<file path="config.mk">
export PLATFORM = sky130hd
export DESIGN_NAME = mem_copy_engine
export DESIGN_NICKNAME = d
export VERILOG_FILES = /design/src/rtl/mem_copy_engine.sv
export SDC_FILE = /design/constraint.sdc
export NUM_CORES = 1
export LEC_CHECK = 0
export ABC_AREA = 1
export BUFFER_PORTS_ARGS = -buffer_cell sky130_fd_sc_hd__buf_2
export CAP_MARGIN = 20
export CORE_ASPECT_RATIO = 1.4
export CORE_MARGIN = 2
export CORE_UTILIZATION = 53
export DETAILED_ROUTE_END_ITERATION = 8
export GPL_TIMING_DRIVEN = 1
export PLACE_DENSITY = 0.92
export SLEW_MARGIN = 30
export SYNTH_ARGS = -nofsm -noshare
export SYNTH_HDL_FRONTEND = slang
export SYNTH_SLANG_ARGS = --single-unit
</file>
<file path="constraint.sdc">
create_clock -name clk -period 6.9 [get_ports clk]
set_clock_uncertainty 0.2 [all_clocks]
set_input_delay 0 -clock clk [delete_from_list [all_inputs] [get_ports clk]]
set_output_delay 0 -clock clk [all_outputs]
set_load 0.02 [all_outputs]
</file>
<file path="src/rtl/mem_copy_engine.sv">
// Word-at-a-time memory copy/fill engine: streams N words from a latency-RD_LAT
// source memory (or a constant fill word) to a destination memory, one per cycle.
module mem_copy_engine #(
  parameter int unsigned DATA_W = 64,
  parameter int unsigned ADDR_W = 9,
  parameter int unsigned RD_LAT = 1
) (
  input  logic              clk,
  input  logic              rst,
  input  logic              start,
  input  logic              mode,
  input  logic [ADDR_W-1:0] src_base,
  input  logic [ADDR_W-1:0] dst_base,
  input  logic [ADDR_W-1:0] number_words,
  input  logic [DATA_W-1:0] fill_value,
  output logic              read_en,
  output logic [ADDR_W-1:0] read_address,
  input  logic [DATA_W-1:0] read_data,
  output logic              write_en,
  output logic [ADDR_W-1:0] write_address,
  output logic [DATA_W-1:0] write_data,
  output logic              busy,
  output logic              done
);

  typedef enum logic [1:0] {IDLE, RUN, DRAIN, DONE} state_t;

  localparam logic [ADDR_W-1:0] ONE = ADDR_W'(1);

  state_t              state, state_nx;
  logic [ADDR_W-1:0]   rd_ptr, wr_ptr, rd_left, wr_left;
  logic                mode_q;
  logic [DATA_W-1:0]   fill_q;
  logic [RD_LAT-1:0]   vld_d;
  logic                accept, issue, cap;

  always_comb begin
    accept = start && (state == IDLE || state == DONE);
    issue  = (state == RUN) && (rd_left != '0);
    // Fill words need no read, so they skip the read-latency delay line.
    cap    = mode_q ? issue : vld_d[RD_LAT-1];
  end

  always_comb begin
    state_nx = state;
    case (state)
      IDLE:    if (start) state_nx = RUN;
      RUN:     if (rd_left == '0) state_nx = DONE;
               else if (rd_left == ONE) state_nx = DRAIN;
      DRAIN:   if (write_en && wr_left == ONE) state_nx = DONE;
      DONE:    if (start) state_nx = RUN;
      default: state_nx = IDLE;
    endcase
  end

  always_comb begin
    read_en      = issue && !mode_q;
    read_address = rd_ptr;
    busy         = (state == RUN) || (state == DRAIN);
    done         = (state == DONE);
  end

  always_ff @(posedge clk or posedge rst) begin
    if (rst) state <= IDLE;
    else     state <= state_nx;
  end

  always_ff @(posedge clk or posedge rst) begin
    if (rst) begin
      rd_ptr        <= '0;
      wr_ptr        <= '0;
      rd_left       <= '0;
      wr_left       <= '0;
      mode_q        <= 1'b0;
      fill_q        <= '0;
      vld_d         <= '0;
      write_en      <= 1'b0;
      write_address <= '0;
      write_data    <= '0;
    end else begin
      if (accept) begin
        rd_ptr  <= src_base;
        wr_ptr  <= dst_base;
        rd_left <= number_words;
        wr_left <= number_words;
        mode_q  <= mode;
        fill_q  <= fill_value;
      end else begin
        if (issue) begin
          rd_ptr  <= rd_ptr + ONE;
          rd_left <= rd_left - ONE;
        end
        if (write_en) wr_left <= wr_left - ONE;
        if (cap)      wr_ptr  <= wr_ptr + ONE;
      end
      vld_d[0] <= issue && !mode_q;
      for (int unsigned k = 1; k < RD_LAT; k++) vld_d[k] <= vld_d[k-1];
      write_en <= cap;
      if (cap) begin
        write_address <= wr_ptr;
        write_data    <= mode_q ? fill_q : read_data;
      end
    end
  end

endmodule

</file>
* Word level (Yosys, flattened, before mapping)
Index checks and enable logic that the tools add are counted. W data, S select, Z words.
Word-level totals: bits in latches 0, memories 0, bits in registers 178, ROM bits 0, RAM bits 0, input port bits 159, logic and storage cells 53, output and inout port bits 86
Cells by class: bitwise logic cells 0, $mul 0, mux-type cells 15, shift-type cells 0, reduce and logical (&&, ||, !) cells 15, add/sub/neg operators 4, divide/modulo/power cells 0, magnitude comparators 0, equality and inequality tests 8
Operators by type and width (count):
- $mux W9 | 8
- $mux W64 | 1
- $add A9 B1 Y9 const B | 2
- $eq A9 B1 Y1 const B | 2
- $sub A9 B1 Y9 const B | 2
- $logic_not A9 Y1 | 1
- $reduce_bool A9 Y1 | 1
- $mux W2 | 4
- $pmux W2 S3 | 1
- $reduce_bool A2 Y1 | 3
- $eq A2 B2 Y1 const B | 2
- $logic_and A1 B1 Y1 | 4
- $ne A3 B3 Y1 const B | 1
- $reduce_and A3 Y1 | 1
- $eq A2 B1 Y1 const B | 1
- $logic_not A2 Y1 | 1
- $logic_or A1 B1 Y1 | 2
- $ne A2 B1 Y1 const B | 1
- $ne A2 B2 Y1 const B | 1
- $reduce_or A2 Y1 | 1
- $logic_not A1 Y1 | 1
- $mux W1 | 1

* Longest topological paths before layout
depth after elaboration 5, depth in mapped cells 11, depth with buffers taken out 9

* Worst setup path before layout
OpenSTA, ideal clock, no wires.
kind register -> register, start point register state[0], end point register wr_ptr[5], path buffers 2, data arrival time 1.460 ns, library setup time 0.117 ns, cell stages (with the launch flop) 9, clock period less this slack 1.777 ns, setup slack 5.123 ns, required time 6.583 ns, cells stage by stage dfrtp_1 > inv_1 > ha_1 > nand2_1 > buf_2 > buf_2 > nand3_2 > nand2_1 > nand2_1
On the way: longest elaborated chain between the ends 4, elaborated cells between the ends (all ways) 9, classes of those cells eq/ne: 2; mux: 2; reduce/logical: 5
RTL lines:
- start, declared | RTL line 30 | state_t state, state_nx;
- start signal, assigned | RTL line 65 | else state <= state_nx;
- $eq A2 B1 Y1 (tied with other cells) | RTL line 39 | issue = (state == RUN) && (rd_left != '0);
- $logic_and A1 B1 Y1 or $logic_or A1 B1 Y1 (tied branches) | RTL line 39, 38
- $mux W1 or $logic_and A1 B1 Y1 (tied branches) | RTL line 41, 38
- $reduce_bool A2 Y1 (no line) or $mux W9 (tied branches)
- end signal, assigned | RTL line 83 | wr_ptr <= dst_base;
- end signal, assigned | RTL line 94 | if (cap) wr_ptr <= wr_ptr + ONE;
- end, declared | RTL line 31 | logic [ADDR_W-1:0] rd_ptr, wr_ptr, rd_left, wr_left;
Parallel ways exist; a longest one is shown, timed or not. A chain may end at the register's enable or synchronous reset.

* Worst setup path after layout
start point register state[0], end point register wr_left[7]
On the way: longest elaborated chain between the ends 4, elaborated cells between the ends (all ways) 6, classes of those cells eq/ne: 1; mux: 1; reduce/logical: 4
RTL lines:
- $eq A2 B2 Y1 or $logic_not A2 Y1 (tied branches) | RTL line 38 | accept = start && (state == IDLE || state == DONE);
- $logic_or A1 B1 Y1 (*) | RTL line 38
- $logic_and A1 B1 Y1 (*) | RTL line 38
- $mux W9 or $reduce_bool A2 Y1 (tied branches)
- end signal, assigned | RTL line 85 | wr_left <= number_words;
- end signal, assigned | RTL line 93 | if (write_en) wr_left <= wr_left - ONE;
- end, declared | RTL line 31
Every way passes the cells marked *; elsewhere a longest branch is shown, timed or not.

==> results.md <==
* DR vias at 10000
* First-pass DRT Iterations at 6
* Async SR Flop Fraction at 100%
* Maximum number of pins on one net before global-route repair at 121
* Final hold vios at 0
* Synth Warn # at 0
* CTS buffer count at 17
* Final count of pins violating max slew at 0
* TritonCTS clock tree: done
* Run status: completed
* Die height at 158 um
* Maximum VDD drop at 149 uV
* Starting DRT DRC Count at 959
* Htree depth at 4
* Skew-Pair Late Insertion Delay at 0.43 ns
* Top cell type's share of synthesized area at 49.9%
* Post-synthesis cell type count at 29
* Synth-to-layout area growth at 37.8%
* Num ports at 245
* Layout Nets at 1745
* Syn nets at 1383
* Final HPWL from detailed placement at 15700 um
* Finished layout cell area at 12300 um2
* Clock tree root driver cell: clkbuf_16
* Slew headroom at 36.5%
* Setup Crit Path Kind: flip-flop to flip-flop
* Initial Util at 53.7%
* Global Route Usage Sum at 34.2%
* Clock Sinks at 178
* Top cells by area, synth: dfrtp_1 (50%), nand2_1 (28%), nand3_1 (7.3%)
* Pwr Density at 178 nW/um2
* Vias in the first global route at 10100
* DRC Markers at 0
* Tmin final at 3.93 ns
* R2R Setup Slk at 2.97 ns
* WP data arrival at 4.08 ns
* Main synth FF type: dfrtp_1
* F_max at 254 MHz
* Final setup violation count at 0
* Chip Width at 114 um
* DR WL/cell at 17.1 um
* Share of cells above drive strength 1 at 19.5%
* Tcrit/Tclk final at 57.0%
* Number of setup buffers added after CTS at 0
* Reg clk slew, reported paths at 0.08 ns
* First-pass GRT wire length at 48300 um
* Setup_tns at 0 ns
* Via density per instance at 5.59
* Max-Cap Viols at 0
* Die Footprint at 17900 um2
* Startpoint type of the worst setup path: flip-flop
* Syn_area_per_cell at 7.35 um2
* GRT overflow at 0
* Worst Hold Class: primary input to async pin
* Port bufs at 244
* Final wirelength at 30700 um
* Worst Path Required at 7.05 ns
* Filler cells at 1096
* Core Region at 16600 um2
* Max FO, Critical Path at 120
* Post-synth EDFFs at 0
* Post-synthesis sequential area ratio at 49.9%
* Most common cell in the netlist: nand2_1
* Final std cells w/o fill at 1793
* Final ANT Viol Nets at 0
* RSZ-0062 raised after global routing: false
* Largest area contributor in the netlist: dfrtp_1
* Placed cell count at 1601
* Post-CTS sizing at 0
* Lkg Pwr at 0.00659 uW
* CTS Buffer Depth at 2
* Least-Margin Pin Slew at 0.953 ns
* Post-synthesis register bit count at 178
* Synthesized cell area at 8920 um2
* Placement Rows at 56
* Placed inst area at 10100 um2
* Post-CTS Hold Buffers at 158
* Syn Inst Count at 1214
* Endpoint type of the worst setup path: flip-flop
* Top cells by count, synth: nand2_1 (663), dfrtp_1 (178), nand3_1 (131)
* Initial antenna violation count at 1
* GPL Wtd Cong at 0.852
==> through the flow <==
step                      setup WS (ns)  utilization (%)  hold slack (ns)  power [uW]
after floorplan                    1.87                -          -0.0904        1080
after global placement             2.79             60.7          -0.0149        1130
after detailed placement           3.01             60.7          -0.0135        1130
after CTS                          3.01             73.9           0.0705        2190
after global routing               2.64             74.0            0.121        2240
final                              2.97             74.0           0.0700        2190
==> critical path: stages (launching register included) <==
cell      delay, ns
dfrtp_1        0.39
inv_1          0.06
ha_1           0.33
nand2_4        0.07
buf_6          0.60
clkinv_2       0.78
buf_4          0.56
nor2_1         0.24
inv_1          0.21
nand2_1        0.11
inv_1          0.05
a21oi_1        0.14
==> metal layers <==
metal  up-vias  GRT usage [%]  share of wire [%]  wire length (um)
li1       4509              -                  -                 -
met5         -              0                  0                 0
met2       657           58.5                 50             15400
met4         0           24.4                6.9              2130
met1      4652           37.2                 35             10800
met3       198           7.93                7.5              2290
==> registers in the layout (all words and copies together), names as in the netlist, 2 cells and up <==
| name | cells |
|---|---|
| write_address | 9 |
| state | 2 |
| fill_q | 64 |
| read_address | 9 |
| rd_left | 9 |
| wr_ptr | 9 |
| write_data | 64 |
| wr_left | 9 |
==> kinds of logic (layout without fill, tap and decap cells) <==
| logic type | Yosys count | after routing | share of synthesized area, % |
|---|---|---|---|
| other | 0 | 1 | 0 |
| flip-flops | 178 | 178 | 49.9 |
| AO/OA/AOI/OAI | 38 | 38 | 2.30 |
| buffers and inverters | 122 | 497 | 6.73 |
| adder cells (fa/ha/maj) | 10 | 10 | 1.40 |
| XOR/XNOR | 2 | 2 | 0.196 |
| AND/OR/NAND/NOR | 864 | 864 | 39.4 |
==> area by class of cell <==
cell class	count	area (um2)	share of cell area (%)
diodes	1	2.50	0.0204
clock buffers	17	425	3.46
well taps	203	254	2.07
flip-flops and latches	178	4460	36.2
clock inverters	15	175	1.42
inverters	55	213	1.73
repair buffers	410	2880	23.4
multi-input cells	914	3890	31.6
==> final timing paths <==
path                                   startpoint                    endpoint  cells after the start
max                          state[0]$_DFFE_PP0P_      wr_left[7]$_DFFE_PP0P_                     11
min                                           rst  write_data[30]$_DFFE_PP0P_                      3
max reg2reg                  state[0]$_DFFE_PP0P_      wr_left[7]$_DFFE_PP0P_                     11
min reg2reg                fill_q[13]$_DFFE_PP0P_      fill_q[13]$_DFFE_PP0P_                      2
max in group asynchronous                     rst      fill_q[62]$_DFFE_PP0P_                      4
min in group clk                   fill_value[10]      fill_q[10]$_DFFE_PP0P_                      4
==> cells in the final DEF, fill, tap and decap left out, types with 7 or more instances in the layout <==
master and n:
ha_1 10, nand3_1 131, buf_2 244, nand4_1 15
or2_2 7, o21ai_0 24, nor2_1 35, dlygate4sd3_1 158
dfrtp_1 177, nand2_1 661, clkbuf_16 17, inv_1 48
==> where the power goes <==
group	internal (uW)	switching [uW]	leakage, uW
registers	1040	0	0.00206
clock network	548	448	0.000296
logic	90.7	56.2	0.00423
(Power assumes the default switching activity.)
